**src/rtl/fp_addsub_if.sv**
```systemverilog
// fp_addsub_if: operand/result handshake bundle for the floating-point add/subtract pipeline
interface fp_addsub_if #(
  parameter int EXP_W = 8,
  parameter int MAN_W = 23,
  parameter int TAG_W = 4
);
  localparam int W = 1 + EXP_W + MAN_W;
  logic in_valid, in_ready, in_sub, out_valid, out_ready;
  logic [W-1:0] in_a, in_b, out_sum;
  logic [TAG_W-1:0] in_tag, out_tag;
  logic [2:0] out_flags;
  modport master (
    output in_valid, in_a, in_b, in_sub, in_tag, out_ready,
    input  in_ready, out_valid, out_sum, out_tag, out_flags
  );
  modport slave (
    input  in_valid, in_a, in_b, in_sub, in_tag, out_ready,
    output in_ready, out_valid, out_sum, out_tag, out_flags
  );
endinterface

```
**src/rtl/fp_addsub_pipe.sv**
```systemverilog
// fp_addsub_pipe: three-stage IEEE-754-style add/subtract with round-to-nearest-even and tag pass-through
module fp_addsub_pipe #(
  parameter int EXP_W = 8,
  parameter int MAN_W = 23,
  parameter int TAG_W = 4
) (
  input logic clk,
  input logic rst_n,
  fp_addsub_if.slave bus
);
  localparam int W = 1 + EXP_W + MAN_W;
  localparam int F = MAN_W + 4;
  localparam int XW = EXP_W + $clog2(MAN_W + 4) + 2;
  localparam logic [EXP_W-1:0] EMAX = '1;
  localparam logic [W-1:0] QNAN = {1'b0, EMAX, 1'b1, {(MAN_W-1){1'b0}}};
  typedef struct packed {
    logic v;
    logic sign;
    logic [EXP_W-1:0] exp;
    logic [F-1:0] xa, ya;
    logic sub, nz, spec, inv;
    logic [W-1:0] sval;
    logic [TAG_W-1:0] tag;
  } s1_t;
  typedef struct packed {
    logic v;
    logic sign;
    logic [EXP_W-1:0] exp;
    logic [F:0] sum;
    logic nz, spec, inv;
    logic [W-1:0] sval;
    logic [TAG_W-1:0] tag;
  } s2_t;
  s1_t s1, s1_n;
  s2_t s2, s2_n;
  logic en;
  logic [W-1:0] b;
  logic sa, sb, za, zb, nan_a, nan_b, inf_a, inf_b, swap;
  logic [EXP_W-1:0] ea, eb, d;
  logic [MAN_W:0] fa, fb;
  logic [F-1:0] wide, mask, n;
  logic [XW-1:0] lz;
  logic signed [XW-1:0] e_n, e_f;
  logic [MAN_W+1:0] mr;
  logic g, r, s;
  logic [W-1:0] res;
  logic [2:0] flags;
  assign en = !bus.out_valid | bus.out_ready;
  assign bus.in_ready = en;
  // Stage 1: unpack, classify specials, order by magnitude and align the smaller operand with sticky
  always_comb begin
    b = {bus.in_b[W-1] ^ bus.in_sub, bus.in_b[W-2:0]};
    sa = bus.in_a[W-1];
    sb = b[W-1];
    ea = bus.in_a[W-2:MAN_W];
    eb = b[W-2:MAN_W];
    za = ea == '0;
    zb = eb == '0;
    fa = za ? '0 : {1'b1, bus.in_a[MAN_W-1:0]};
    fb = zb ? '0 : {1'b1, b[MAN_W-1:0]};
    nan_a = (ea == EMAX) && (bus.in_a[MAN_W-1:0] != '0);
    nan_b = (eb == EMAX) && (b[MAN_W-1:0] != '0);
    inf_a = (ea == EMAX) && !nan_a;
    inf_b = (eb == EMAX) && !nan_b;
    swap = {eb, fb} > {ea, fa};
    d = swap ? eb - ea : ea - eb;
    wide = {swap ? fa : fb, 3'b000};
    mask = ~({F{1'b1}} << d);
    s1_n.v = bus.in_valid;
    s1_n.sign = swap ? sb : sa;
    s1_n.exp = swap ? eb : ea;
    s1_n.xa = {swap ? fb : fa, 3'b000};
    s1_n.ya = (wide >> d) | {{(F-1){1'b0}}, |(wide & mask)};
    s1_n.sub = sa ^ sb;
    s1_n.nz = za & zb & sa & sb;
    s1_n.spec = (ea == EMAX) | (eb == EMAX);
    s1_n.inv = nan_a | nan_b | (inf_a & inf_b & (sa ^ sb));
    s1_n.sval = s1_n.inv ? QNAN : {inf_a ? sa : sb, EMAX, {MAN_W{1'b0}}};
    s1_n.tag = bus.in_tag;
  end
  // Stage 2: magnitude add or subtract; the larger operand is X so the difference never goes negative
  always_comb begin
    s2_n.v = s1.v;
    s2_n.sign = s1.sign;
    s2_n.exp = s1.exp;
    s2_n.sum = s1.sub ? {1'b0, s1.xa} - {1'b0, s1.ya} : {1'b0, s1.xa} + {1'b0, s1.ya};
    s2_n.nz = s1.nz;
    s2_n.spec = s1.spec;
    s2_n.inv = s1.inv;
    s2_n.sval = s1.sval;
    s2_n.tag = s1.tag;
  end
  // Stage 3: normalise (left by leading zeros or right on carry), round to nearest even, pack and flag
  always_comb begin
    lz = '0;
    for (int i = 0; i < F; i++) if (s2.sum[i]) lz = XW'(F - 1 - i);
    n = s2.sum[F] ? {s2.sum[F:2], s2.sum[1] | s2.sum[0]} : s2.sum[F-1:0] << lz;
    e_n = $signed(XW'(s2.exp)) + $signed(XW'(s2.sum[F])) - $signed(lz);
    {g, r, s} = n[2:0];
    mr = {1'b0, n[F-1:3]} + (MAN_W+2)'(g & (r | s | n[3]));
    e_f = e_n + $signed(XW'(mr[MAN_W+1]));
    res = {s2.sign, e_f[EXP_W-1:0], mr[MAN_W+1] ? mr[MAN_W:1] : mr[MAN_W-1:0]};
    flags = {2'b00, g | r | s};
    if (s2.spec) begin
      res = s2.sval;
      flags = {s2.inv, 2'b00};
    end else if (s2.sum == '0) begin
      res = {s2.nz, {(W-1){1'b0}}};
      flags = '0;
    end else if (e_f >= $signed(XW'(EMAX))) begin
      res = {s2.sign, EMAX, {MAN_W{1'b0}}};
      flags = 3'b011;
    end else if (e_f <= 0) begin
      res = {s2.sign, {(W-1){1'b0}}};
      flags = 3'b001;
    end
  end
  // Pipeline registers: everything advances together when the output slot is free or being taken
  always_ff @(posedge clk or negedge rst_n) begin
    if (!rst_n) begin
      s1 <= '0;
      s2 <= '0;
      bus.out_valid <= 1'b0;
      bus.out_sum <= '0;
      bus.out_tag <= '0;
      bus.out_flags <= '0;
    end else if (en) begin
      s1 <= s1_n;
      s2 <= s2_n;
      bus.out_valid <= s2.v;
      bus.out_sum <= res;
      bus.out_tag <= s2.tag;
      bus.out_flags <= flags;
    end
  end
endmodule

```
**src/flat_wrapper.sv**
```systemverilog
// flat-port wrapper written by rule: the top's interface ports become plain ports
module fp_addsub_pipe_flat 
#(
  parameter int EXP_W = 8,
  parameter int MAN_W = 23,
  parameter int TAG_W = 4
)
  (clk, rst_n, bus_in_valid, bus_in_a, bus_in_b, bus_in_sub, bus_in_tag, bus_out_ready, bus_in_ready, bus_out_valid, bus_out_sum, bus_out_tag, bus_out_flags);
  fp_addsub_if #(.EXP_W(EXP_W), .MAN_W(MAN_W), .TAG_W(TAG_W)) bus_i ();
  input logic clk;
  input logic rst_n;
  input wire logic [$bits(bus_i.in_valid)-1:0] bus_in_valid;
  input wire logic [$bits(bus_i.in_a)-1:0] bus_in_a;
  input wire logic [$bits(bus_i.in_b)-1:0] bus_in_b;
  input wire logic [$bits(bus_i.in_sub)-1:0] bus_in_sub;
  input wire logic [$bits(bus_i.in_tag)-1:0] bus_in_tag;
  input wire logic [$bits(bus_i.out_ready)-1:0] bus_out_ready;
  output wire logic [$bits(bus_i.in_ready)-1:0] bus_in_ready;
  output wire logic [$bits(bus_i.out_valid)-1:0] bus_out_valid;
  output wire logic [$bits(bus_i.out_sum)-1:0] bus_out_sum;
  output wire logic [$bits(bus_i.out_tag)-1:0] bus_out_tag;
  output wire logic [$bits(bus_i.out_flags)-1:0] bus_out_flags;
  assign bus_i.in_valid = bus_in_valid;
  assign bus_i.in_a = bus_in_a;
  assign bus_i.in_b = bus_in_b;
  assign bus_i.in_sub = bus_in_sub;
  assign bus_i.in_tag = bus_in_tag;
  assign bus_i.out_ready = bus_out_ready;
  assign bus_in_ready = bus_i.in_ready;
  assign bus_out_valid = bus_i.out_valid;
  assign bus_out_sum = bus_i.out_sum;
  assign bus_out_tag = bus_i.out_tag;
  assign bus_out_flags = bus_i.out_flags;
  fp_addsub_pipe #(.EXP_W(EXP_W), .MAN_W(MAN_W), .TAG_W(TAG_W)) u_core (.clk(clk), .rst_n(rst_n), .bus(bus_i));
endmodule
```
**config.mk**
```make
export PLATFORM = sky130hd
export DESIGN_NAME = fp_addsub_pipe_flat
export DESIGN_NICKNAME = d
export VERILOG_FILES = /design/src/rtl/fp_addsub_if.sv /design/src/rtl/fp_addsub_pipe.sv /design/src/flat_wrapper.sv
export SDC_FILE = /design/constraint.sdc
export NUM_CORES = 1
export LEC_CHECK = 0
export ABC_CLOCK_PERIOD_IN_PS = 8700
export BUFFER_PORTS_ARGS = -buffer_cell sky130_fd_sc_hd__clkbuf_2
export CELL_PAD_IN_SITES_DETAIL_PLACEMENT = 1
export CELL_PAD_IN_SITES_GLOBAL_PLACEMENT = 1
export CORE_ASPECT_RATIO = 2
export CORE_UTILIZATION = 45
export CTS_BUF_LIST = sky130_fd_sc_hd__clkbuf_8
export DETAILED_ROUTE_END_ITERATION = 16
export GPL_ROUTABILITY_DRIVEN = 0
export GPL_TIMING_DRIVEN = 0
export PLACE_DENSITY_LB_ADDON = 0.1
export SYNTH_ARGS = -nofsm -noshare
export SYNTH_HDL_FRONTEND = slang
export SYNTH_SLANG_ARGS = --single-unit
```
**constraint.sdc**
```tcl
create_clock -name clk -period 8.7 [get_ports clk]
set_input_delay 0.87 -clock clk [delete_from_list [all_inputs] [get_ports clk]]
set_output_delay 0.87 -clock clk [all_outputs]
set_load 0.1 [all_outputs]
```
==> results of run 1 <==
[stage by stage]
stage	hold slack [ns]	cell area (sq um)	TNS, ns
2_1_floorplan	0.430	16300	0
3_3_place_gp	0.441	17500	-4.87
3_5_place_dp	0.457	17500	-8.71
4_1_cts	0.330	18000	0
[metal layers]
layer | overflow | track usage [%]
met2 | 3 | 76.7
met3 | 0 | 14.7
met5 | 0 | 0
met1 | 0 | 40.3
met4 | 2 | 46.7
[synth_stat cells, types with 31 or more instances]
library cell,instances,share of area [%]
buf_2,32,0.98
inv_1,129,3.0
o21ai_0,164,5.0
ha_1,107,8.2
xnor2_1,31,1.7
a21oi_1,164,5.0
mux2i_1,45,2.8
nand2_1,335,7.7
dfrtp_1,158,24
clkbuf_1,94,2.2
nor3_1,53,1.6
nand3_1,62,1.9
nor2_1,165,3.8
[cell families after synthesis]
kind of cell             count (synthesis)  synth area share [%]
AND/OR/NAND/NOR                        816                  23.8
buffers and inverters                  285                  7.29
multiplexers                            71                  5.67
adder cells (fa/ha/maj)                113                  8.82
flip-flops                             158                  24.2
XOR/XNOR                                57                  3.06
AO/OA/AOI/OAI                          661                  27.1
[what timing repair did]
action                     in CTS
pin swaps                       2
setup endpoints to repair      29
setup buffers                   4
resized for setup               5
==> results by group, run 1 <==
Logic synthesis
  – Net count after synthesis: 2345
  – Number of enable flip-flop cells after synthesis: 0
  – Fraction of synthesis flops using an asynchronous set or reset pin: 100%
  – YS warnings: 0
  – Seq/Total Area, Yosys: 24.2%
  – Area of the mapped netlist: 16300 sq um
  – Average cell area after synthesis: 7.55 sq um
  – Netlist cell types: 112
  – Top_reg_cell synth: dfrtp_1
  – Number of instances in the synthesized netlist: 2161
  – Synth Register Bits: 158

Placement
  – Worst slack after detailed placement: -0.590 ns
  – Inst Count DP: 2725
  – # port buffers: 113
  – Post-DP HPWL: 61200 um

Die
  – Die Y-Extent: 271 um
  – Number of I/O pins: 114
  – Starting utilization of the core area: 45.7%
  – Horizontal die dimension: 137 um
  – Std cell rows: 98

Global routing
  – Total grt overflow: 5
  – Global-route wire length before repair: 126000 um
  – Pin count of the biggest net entering global routing: 99
  – Overall track demand over capacity in global routing: 45.3%
  – Vias in the first global route: 20.9k

Run status
  – Run status: stopped before the end
  – Error message: [ERROR GRT-0116] Global routing finished with congestion. Check the congestion regions in the DRC Viewer.
  – Halt point of the flow: global routing

Clock tree
  – TritonCTS buffer count: 17
  – Hold-fix buffer count after cts: 0
  – Clk Tree Root Cell: clkbuf_8
  – Maximum clock insertion buffer count: 2
  – CTS sink cnt: 158
  – H-tree depth reported by CTS: 4
==> inputs of run 2 (changes only) <==
CELL_PAD_IN_SITES_DETAIL_PLACEMENT = unset   (was 1)
CELL_PAD_IN_SITES_GLOBAL_PLACEMENT = unset   (was 1)
CORE_ASPECT_RATIO = unset   (was 2)
CORE_UTILIZATION = 30   (was 45)
CTS_BUF_LIST = unset   (was sky130_fd_sc_hd__clkbuf_8)
PLACE_DENSITY_LB_ADDON = 0.15   (was 0.1)
==> results by group, run 2 <==
Timing
  – Final hold vios: 0
  – RSZ-0062 raised after global routing: no
  – Final TNS setup: 0 ns
  – Share of the cycle needed by the critical path after routing: 92.7%
  – Slew @ Worst Pin: 1.06 ns
  – Number of pins exceeding their max-slew limit in the final report: 0
  – Maximum clock frequency: 124 MHz
  – Endpoints failing setup: 0
  – Setup Skew: 0.0179 ns
  – Minimum period implied by the final worst setup slack: 8.06 ns
  – Slew Limit Headroom: 29.0%

Layout
  – Max reg flops: 71
  – Fraction of layout instances using a drive strength above 1: 12.4%
  – Ant diodes: 0
  – Biggest register: u_core.s1
  – Most used cells in the layout excluding fill and tap cells: nand2_1, nor2_1, a21oi_1, o21ai_0, dfrtp_1
  – Post-route cell area: 18500 sq um
  – Leading registers by flop count: u_core.s1 (71), u_core.s2 (47), u_core.bus.out_sum (32)
  – Most common library cell in the layout ignoring fill and taps: nand2_1
  – Post-synthesis to final-layout area growth: 13.2%
  – Nets: 2481

Logic synthesis
  – Synth Register Bits: 158 (unchanged)
  – Area of the mapped netlist: 16300 sq um (unchanged)
  – Fraction of synthesis flops using an asynchronous set or reset pin: 100% (unchanged)
  – Most numerous cell in the Yosys netlist: nand2_1 (unchanged)
  – Net count after synthesis: 2345 (unchanged)
  – Proportion of netlist area held by the largest area contributor: 24.2% (unchanged)
  – YS warnings: 0 (unchanged)
  – Top_reg_cell synth: dfrtp_1 (unchanged)
  – Number of instances in the synthesized netlist: 2161 (unchanged)
  – Number of enable flip-flop cells after synthesis: 0 (unchanged)
  – Average cell area after synthesis: 7.55 sq um (unchanged)
  – Seq/Total Area, Yosys: 24.2% (unchanged)
  – Netlist cell types: 112 (unchanged)
  – Commonest cells in the synthesized netlist: nand2_1, nor2_1, a21oi_1, o21ai_0, dfrtp_1 (unchanged)
  – Largest cells by area after synthesis: dfrtp_1, ha_1, nand2_1 (unchanged)
  – Leading area contributor after synthesis: dfrtp_1 (unchanged)

Worst setup path
  – Start of the worst register-to-register path: u_core.s2[64]
  – Critical Path Sink Type: flop
  – Setup slack, reg-to-reg: 0.64 ns
  – Data required time at the worst endpoint: 9.04 ns
  – Worst r2r path cells: 28
  – Slowest cell on the critical path: a311oi_1
  – Most common cell on crit path: inv_1
  – Worst Path Class, Setup: flop to flop
  – Arr. time, crit path: 8.40 ns
  – Critical path's largest stage delay: 0.88 ns
  – Startpoint class of the critical path: flop
  – RR Endpoint: u_core.bus.out_sum[18]
  – Peak fanout along the critical path: 10

Clock tree
  – CTS sink cnt: 158 (unchanged)
  – Clk Tree Root Cell: clkbuf_16 (was clkbuf_8)
  – TritonCTS buffer count: 17 (unchanged)
  – Maximum clock insertion buffer count: 2 (unchanged)
  – H-tree depth reported by CTS: 4 (unchanged)
  – Clock latency on the worst-skew pair: 0.46 ns
  – Clock edge transition at the registers on the reported setup and hold paths: 0.07 ns
  – Clock tree from TritonCTS: done

Global routing
  – Global-route met3 utilization: 3.46%
  – Busiest layer in global routing: met2
  – Global-route wire length before repair: 102000 um
  – GR Layer Usage met1: 31.5%
  – Global Route met2 Usage: 37.9%
  – Overall track demand over capacity in global routing: 23.5%
  – Pin count of the biggest net entering global routing: 95
  – Total grt overflow: 0
  – Initial antenna violation count: 0
  – Vias in the first global route: 17.0k

Die
  – Std cell rows: 85 (was 98)
  – Core region area: 53800 sq um
  – Horizontal die dimension: 235 um (was 137 um)
  – Number of I/O pins: 114 (unchanged)
  – Die Y-Extent: 235 um (was 271 um)
  – Overall die area: 55300 sq um
  – Starting utilization of the core area: 30.3% (was 45.7%)

Power and ir drop
  – Power, Total: 0.00682 W
  – Seq pwr share: 17.3%
  – Comb pwr share: 71.7%
  – Int Power: 0.00286 W
  – Switching share of power: 58.0%
  – Fraction of power consumed by the clock network: 11.0%
  – PwrDens: 369 nW/um^2
  – LEAKAGE: 8.00 nW
  – Switching power of the nets: 0.00395 W
  – Maximum vdd ir drop: 248 uV

Placement
  – Post-DP HPWL: 52200 um (was 61200 um)
  – Standard cell area after detailed placement: 17800 sq um (was 17500 sq um)
  – # port buffers: 113 (unchanged)

Route
  – Final WL: 65700 um
  – Initial detailed-routing violation count: 1699
  – Vias per Instance: 5.82
  – Router iterations before antenna repair: 7
  – Total number of vias: 17.5k
  – DRC viols: 0
  – Count of antenna-violating nets left after detailed routing: 0
  – Final routed wire length divided by cell count: 21.9 um

Run status
  – Run status: completed (was stopped before the end)

Min path
  – Path category of the worst min-delay check: input pin to asynchronous set/reset pin

Run
  – Max Cap Viol: 0
[run 2: cell counts after synthesis]
No cell type changed its count.
[run 2: worst max path at each step]
stage	start	end	slack (ns)	depth (start not counted)
after floorplan	u_core.s2[46]	u_core.bus.out_sum[20]	1.77	34
after global placement	u_core.s2[60]	u_core.bus.out_sum[18]	0.29	29
after detailed placement	u_core.s2[54]	u_core.bus.out_sum[20]	0.32	33
after CTS	u_core.s2[54]	u_core.bus.out_sum[20]	0.26	33
after global routing	u_core.s2[46]	u_core.bus.out_sum[20]	0.11	35
final	u_core.s2[64]	u_core.bus.out_sum[18]	0.64	28
[run 2: cell type report]
| type | instances | area [sq um] |
|---|---|---|
| Multi-Input combinational cell | 1718 | 11200 |
| Fill cell | 5874 | 35300 |
| Inverter | 136 | 515 |
| Sequential cell | 158 | 3950 |
| Tap cell | 696 | 871 |
| Clock buffer | 17 | 425 |
| Clock inverter | 15 | 168 |
| Timing Repair Buffer | 119 | 639 |
| Buffer | 147 | 669 |
[run 2: repair_timing]
item | 4_1_cts | 5_1_grt
resized for setup | 0 | 15
endpoints found under the setup margin | 0 | 30
hold buffers | 0 | 0
buffers inserted | 0 | 5
[run 2: worst max-delay path: cells and delay by family (launching register included)]
family | cells | cell delay, ns
adders and majority gates | 3 | 0.77
DFF | 1 | 0.40
muxes | 1 | 0.18
buffers and inverters | 5 | 0.91
and+or+nand+nor | 12 | 3.06
AOI/OAI and AO/OA | 7 | 2.64
[run 2: metrics by stage]
stage,util [%],hold slack (ns),instances,setup slack [ns]
floorplan,-,0.430,2161,1.77
global placement,33.0,0.451,2970,0.290
detailed placement,33.1,0.450,2971,0.317
CTS,34.2,0.384,3003,0.259
global route,34.3,0.404,3006,0.107
finish,34.3,0.376,3006,0.639
[run 2: kinds of logic (layout without fill, tap and decap cells)]
family,after synthesis,after routing,share of synthesized area [%]
mux,71,71,5.67
buf+inv,285,434,7.29
compound gates,661,661,27.1
flops,158,158,24.2
simple gates,816,816,23.8
xor+xnor,57,57,3.06
fa+ha+maj,113,113,8.82
[run 2: layer usage]
metal  vias to the layer above  wire length (um)
met2                       804             30000
met4                         0              2360
met5                         -                 0
met1                      8424             29200
met3                       164              4190
li1                       8117                 -
[run 2: power by group through the flow]
| stage | clock (W) | combinational (W) | sequential, W |
|---|---|---|---|
| after floorplan | 0 | 0.00291 | 0.00170 |
| after global placement | 0 | 0.00476 | 0.00118 |
| after detailed placement | 0 | 0.00475 | 0.00119 |
| after CTS | 0.000768 | 0.00478 | 0.00117 |
| after global routing | 0.000795 | 0.00527 | 0.00122 |
| final | 0.000747 | 0.00489 | 0.00118 |
(Power assumes the default switching activity.)
==> inputs of run 3 (changes only) <==
--- a/config.mk
+++ b/config.mk
@@ -12,5 +12,5 @@
 export GPL_ROUTABILITY_DRIVEN = 0
 export GPL_TIMING_DRIVEN = 0
-export PLACE_DENSITY_LB_ADDON = 0.15
+export PLACE_DENSITY = 0.41
 export SYNTH_ARGS = -nofsm -noshare
 export SYNTH_HDL_FRONTEND = slang
==> constraint.sdc (replaced) <==
create_clock -name clk -period 8.7 [get_ports clk]
set_input_delay 2.175 -clock clk [delete_from_list [all_inputs] [get_ports clk]]
set_output_delay 2.175 -clock clk [all_outputs]
set_load 0.1 [all_outputs]
==> results by group, run 3 (same netlist as run 2, synthesis figures left out) <==
Run status
  – Run status: completed (unchanged)

Route
  – DRC viols: 0 (unchanged)
  – Total number of vias: 17.3k (was 17.5k)
  – Final WL: 70200 um (was 65700 um)
  – Router iterations before antenna repair: 6 (was 7)
  – Final routed wire length divided by cell count: 23.3 um (was 21.9 um)
  – Count of antenna-violating nets left after detailed routing: 0 (unchanged)
  – Vias per Instance: 5.75 (was 5.82)
  – Initial detailed-routing violation count: 1621 (was 1699)

Run
  – Max Cap Viol: 0 (unchanged)

Die
  – Die Y-Extent: 235 um (unchanged)
  – Number of I/O pins: 114 (unchanged)
  – Std cell rows: 85 (unchanged)
  – Starting utilization of the core area: 30.3% (unchanged)
  – Overall die area: 55300 sq um (unchanged)
  – Core region area: 53800 sq um (unchanged)
  – Horizontal die dimension: 235 um (unchanged)

Timing
  – Slew @ Worst Pin: 1.15 ns (was 1.06 ns)
  – Slew Limit Headroom: 22.8% (was 29.0%)
  – Maximum clock frequency: 121 MHz (was 124 MHz)
  – Share of the cycle needed by the critical path after routing: 95.0% (was 92.7%)
  – Final Worst Setup Slack: 0.431 ns (was 0.639 ns)
  – Endpoints failing setup: 0 (unchanged)
  – Number of pins exceeding their max-slew limit in the final report: 0 (unchanged)
  – Final worst hold slack: 0.468 ns (was 0.376 ns)
  – Setup Skew: 0.0161 ns (was 0.0179 ns)
  – Minimum period implied by the final worst setup slack: 8.27 ns (was 8.06 ns)
  – Final hold vios: 0 (unchanged)

Layout
  – Most common library cell in the layout ignoring fill and taps: nand2_1 (unchanged)
  – Max reg flops: 71 (unchanged)
  – Post-synthesis to final-layout area growth: 13.5% (was 13.2%)
  – Non-filler instance count after layout: 3009 (was 3006)
  – Fraction of layout instances using a drive strength above 1: 12.5% (was 12.4%)
  – Post-route cell area: 18500 sq um (about the same)
  – Biggest register: u_core.s1 (unchanged)
  – Final cell utilization of the core: 34.4% (was 34.3%)
  – Ant diodes: 0 (unchanged)
  – Nets: 2484 (was 2481)
  – Most used cells in the layout excluding fill and tap cells: nand2_1, nor2_1, a21oi_1 (was nand2_1, nor2_1, a21oi_1, o21ai_0, dfrtp_1)
  – Leading registers by flop count: u_core.s1 (71), u_core.s2 (47), u_core.bus.out_sum (32) (unchanged)

Global routing
  – Vias in the first global route: 16.8k (was 17.0k)
  – Initial antenna violation count: 0 (unchanged)
  – Global-route wire length before repair: 106000 um (was 102000 um)
  – Overall track demand over capacity in global routing: 25.0% (was 23.5%)
  – Total grt overflow: 0 (unchanged)
  – Pin count of the biggest net entering global routing: 94 (was 95)

Worst setup path
  – Setup slack, reg-to-reg: 0.52 ns (was 0.64 ns)
  – Critical Path Sink Type: flop (unchanged)
  – Data required time at the worst endpoint: 9.02 ns (was 9.04 ns)
  – Peak fanout along the critical path: 10 (unchanged)
  – Arr. time, crit path: 8.58 ns (was 8.40 ns)
  – Worst Path Class, Setup: input pin to flop (was flop to flop)
  – Startpoint class of the critical path: input pin (was flop)

Clock tree
  – TritonCTS buffer count: 17 (unchanged)
  – H-tree depth reported by CTS: 4 (unchanged)
  – Hold-fix buffer count after cts: 0 (unchanged)
  – Clock edge transition at the registers on the reported setup and hold paths: 0.08 ns (was 0.07 ns)
  – Clock latency on the worst-skew pair: 0.48 ns (was 0.46 ns)
  – Clock tree from TritonCTS: done (unchanged)
  – Maximum clock insertion buffer count: 2 (unchanged)
  – CTS sink cnt: 158 (unchanged)
  – Clk Tree Root Cell: clkbuf_16 (unchanged)

Power and ir drop
  – Maximum vdd ir drop: 203 uV (was 248 uV)
  – PwrDens: 375 nW/um^2 (was 369 nW/um^2)
  – LEAKAGE: 8.02 nW (was 8.00 nW)

Placement
  – Worst slack after detailed placement: -0.0439 ns (was 0.317 ns)
  – Standard cell area after detailed placement: 17800 sq um (unchanged)
  – Post-DP HPWL: 55300 um (was 52200 um)
  – # port buffers: 113 (unchanged)
  – Inst Count DP: 2971 (unchanged)

Min path
  – Path category of the worst min-delay check: flop to flop (was input pin to asynchronous set/reset pin)
==> run 3: cell types whose count changed in the layout (fill, tap and decap cells not counted), sizes merged <==
cell	previous run	this run
bufinv	0	1
clkbuf	222	225
clkinvlp	0	1
clkinv	10	6
buf	61	62
inv	141	142
==> run 3: layout make-up <==
type / count / area, sq um
Fill cell: 5844 / 35300
Multi-Input combinational cell: 1718 / 11300
Sequential cell: 158 / 3950
Tap cell: 696 / 871
Buffer: 149 / 677
Timing Repair Buffer: 120 / 647
Inverter: 136 / 515
Clock buffer: 18 / 429
Clock inverter: 14 / 170
==> run 3: worst paths after layout <==
| path | startpoint | to | cells after the start |
|---|---|---|---|
| max | bus_in_a[24] | u_core.s1[47] | 20 |
| min | u_core.s2[76] | u_core.bus.out_valid | 1 |
| max reg2reg | u_core.s2[46] | u_core.bus.out_sum[18] | 34 |
| min reg2reg | u_core.s2[76] | u_core.bus.out_valid | 1 |
| max in group asynchronous | rst_n | u_core.s1[54] | 2 |
| min in group asynchronous | rst_n | u_core.bus.out_sum[15] | 1 |
==> run 3: worst max-delay path: stages <==
cell and delay (ns):
clkbuf_2 0.13, nor4_1 0.37, nand2_1 0.33, clkbuf_1 0.32, and2_1 0.33, inv_1 0.27, ha_1 0.20, a21oi_1 0.06
o21ai_0 0.23, o21ai_0 0.13, a32oi_1 0.56, nor2_1 0.14, clkbuf_1 0.31, nor2_1 0.65, a21oi_1 0.24, xor2_1 0.94
nor2_1 0.22, nand2_1 0.30, clkbuf_1 0.43, o221ai_1 0.24
==> run 3: routing by layer <==
layer  up-vias  GRT usage (%)  wire, um
met2       668           41.4     32700
li1       8113              -         -
met4         0           9.65      2380
met3       131           3.54      3680
met5         -              0         0
met1      8400           32.7     31400
==> run 3: report_power, final <==
group          switching, W  internal (W)  total, W  leakage, nW
registers          0.000196      0.000983   0.00118         1.97
clock network      0.000371      0.000411  0.000782        0.291
logic               0.00348       0.00151   0.00499         5.76
==> run 3: metrics by stage <==
step,setup TNS (ns),power [W]
after floorplan,0,0.00461
after global placement,-0.0392,0.00603
after detailed placement,-0.0439,0.00602
after CTS,0,0.00684
after global routing,-0.00449,0.00740
final,0,0.00695
==> run 3: timing repair <==
item                                    CTS  global route
gates resized for setup                   0            23
endpoints found under the setup margin    0            31
buffers inserted                          0             6
==> inputs of run 4 (changes only) <==
BUFFER_PORTS_ARGS = unset   (was -buffer_cell sky130_fd_sc_hd__clkbuf_2)
DONT_BUFFER_PORTS = 1   (was unset)
PLACE_DENSITY = 0.4   (was 0.41)
==> results by group, run 4 (same netlist as run 2, synthesis figures left out) <==
Clock tree
  – Clk Tree Root Cell: clkbuf_16 (unchanged)
  – TritonCTS buffer count: 17 (unchanged)
  – CTS sink cnt: 158 (unchanged)
  – Clock latency on the worst-skew pair: 0.48 ns (about the same)
  – Hold-fix buffer count after cts: 0 (unchanged)
  – Maximum clock insertion buffer count: 2 (unchanged)
  – H-tree depth reported by CTS: 4 (unchanged)
  – Clock tree from TritonCTS: done (unchanged)
  – Clock edge transition at the registers on the reported setup and hold paths: 0.08 ns (about the same)

Timing
  – Final TNS setup: 0 ns (unchanged)
  – Setup Skew: 0.0137 ns (was 0.0161 ns)
  – Share of the cycle needed by the critical path after routing: 95.2% (was 95.0%)
  – Final hold vios: 0 (unchanged)
  – RSZ-0062 raised after global routing: no
  – Slew Limit Headroom: 25.3% (was 22.8%)
  – Number of pins exceeding their max-slew limit in the final report: 0 (unchanged)
  – Slew @ Worst Pin: 1.12 ns (was 1.15 ns)
  – Maximum clock frequency: 121 MHz (about the same)
  – Endpoints failing setup: 0 (unchanged)
  – Minimum period implied by the final worst setup slack: 8.29 ns (was 8.27 ns)

Layout
  – Nets: 2368 (was 2484)
  – Max reg flops: 71 (unchanged)
  – FILL cells: 5837 (was 5844)
  – Most common library cell in the layout ignoring fill and taps: nand2_1 (unchanged)
  – Ant diodes: 0 (unchanged)
  – Post-route cell area: 17900 sq um (was 18500 sq um)
  – Fraction of layout instances using a drive strength above 1: 7.87% (was 12.5%)
  – Most used cells in the layout excluding fill and tap cells: nand2_1, nor2_1, a21oi_1 (unchanged)
  – Leading registers by flop count: u_core.s1 (71), u_core.s2 (47), u_core.bus.out_sum (32) (unchanged)
  – Biggest register: u_core.s1 (unchanged)
  – Post-synthesis to final-layout area growth: 9.74% (was 13.5%)

Die
  – Overall die area: 55300 sq um (unchanged)
  – Die Y-Extent: 235 um (unchanged)
  – Std cell rows: 85 (unchanged)
  – Core region area: 53800 sq um (unchanged)
  – Starting utilization of the core area: 30.3% (unchanged)
  – Horizontal die dimension: 235 um (unchanged)
  – Number of I/O pins: 114 (unchanged)

Worst setup path
  – Worst Path Class, Setup: flop to flop (was input pin to flop)
  – Peak fanout along the critical path: 10 (unchanged)
  – Data required time at the worst endpoint: 9.05 ns (was 9.02 ns)
  – Critical Path Sink Type: flop (unchanged)
  – Arr. time, crit path: 8.64 ns (was 8.58 ns)
  – Family with the most delay on the worst path: simple AND/OR/NAND/NOR gates (unchanged)
  – Critical path's largest stage delay: 0.82 ns (was 0.94 ns)
  – Slowest cell on the critical path: a311oi_1 (was xor2_1)
  – Most common cell on crit path: inv_1
  – CP Buf/Inv Count: 6 (was 5)
  – Startpoint class of the critical path: flop (was input pin)

Global routing
  – Initial antenna violation count: 0 (unchanged)
  – Global-route wire length before repair: 105000 um (was 106000 um)
  – Overall track demand over capacity in global routing: 24.7% (was 25.0%)
  – Total grt overflow: 0 (unchanged)
  – Vias in the first global route: 16.4k (was 16.8k)
  – Pin count of the biggest net entering global routing: 159 (was 94)

Min path
  – Path category of the worst min-delay check: flop to flop (unchanged)

Route
  – Router iterations before antenna repair: 6 (unchanged)
  – Count of antenna-violating nets left after detailed routing: 0 (unchanged)
  – Final WL: 69400 um (was 70200 um)
  – Total number of vias: 16.8k (was 17.3k)
  – DRC viols: 0 (unchanged)
  – Initial detailed-routing violation count: 1428 (was 1621)
  – Vias per Instance: 5.80 (was 5.75)
  – Final routed wire length divided by cell count: 24.0 um (was 23.3 um)

Placement
  – Post-DP HPWL: 54800 um (was 55300 um)
  – # port buffers: 0 (was 113)
  – Standard cell area after detailed placement: 17200 sq um (was 17800 sq um)

Power and ir drop
  – Maximum vdd ir drop: 162 uV (was 203 uV)
  – PwrDens: 382 nW/um^2 (was 375 nW/um^2)
  – LEAKAGE: 7.53 nW (was 8.02 nW)

Run
  – Max Cap Viol: 0 (unchanged)

Run status
  – Run status: completed (unchanged)
==> run 4: what timing repair did <==
item | in CTS | in global routing
setup endpoints to repair | 0 | 30
setup buffers | 0 | 4
gates resized for setup | 0 | 15
hold endpoints to repair | 0 | 0
==> run 4: worst min-delay path, delay by kind of cell (launching register included) <==
family	cells	cell delay, ns
simple gates	2	0.10
flops	1	0.34
==> run 4: per-stage QoR <==
stage / utilization (%) / instances / setup WS [ns] / hold WS (ns) / total power [W]
2_1_floorplan: - / 2161 / 1.77 / 0.430 / 0.00461
3_3_place_gp: 31.9 / 2857 / 0.161 / 0.448 / 0.00592
3_5_place_dp: 32.0 / 2857 / 0.140 / 0.450 / 0.00591
4_1_cts: 33.1 / 2889 / 0.0936 / 0.467 / 0.00675
5_1_grt: 33.3 / 2893 / 0.00154 / 0.481 / 0.00728
6_report: 33.3 / 2893 / 0.414 / 0.463 / 0.00684
==> run 4: layout make-up <==
type,instances,area [sq um],share of cell area (%)
clock inverters,13,165,0.922
flip-flops and latches,158,3950,22.1
plain buffers,149,678,3.79
repair buffers,4,42.5,0.238
inverters,136,515,2.88
well taps,696,871,4.86
clock buffers,19,453,2.53
multi-input cells,1718,11200,62.7
==> run 4: power breakdown <==
part,internal (W),switching [W],total (W)
logic,0.00144,0.00282,0.00426
clock network,0.000451,0.000363,0.000815
registers,0.000969,0.000802,0.00177
==> run 4: final timing paths <==
kind                          startpoint                      to  slack (ns)  depth (start not counted)
min in group asynchronous          rst_n  u_core.bus.out_sum[13]        1.40                          0
min                        u_core.s2[76]           u_core.s2[76]        0.46                          2
max reg2reg                u_core.s2[64]  u_core.bus.out_sum[20]        0.41                         30
min reg2reg                u_core.s2[76]           u_core.s2[76]        0.46                          2
max                        u_core.s2[64]  u_core.bus.out_sum[20]        0.41                         30
max in group asynchronous          rst_n           u_core.s1[83]        6.89                          0
==> run 4: layer usage <==
layer  vias up  part of all wire, %  global-route usage, %
met5         -                    0                      0
met4         0                  3.5                   9.94
met3       137                  5.0                   3.59
met2       672                   47                   41.0
met1      8072                   44                   32.2
li1       7886                    -                      -
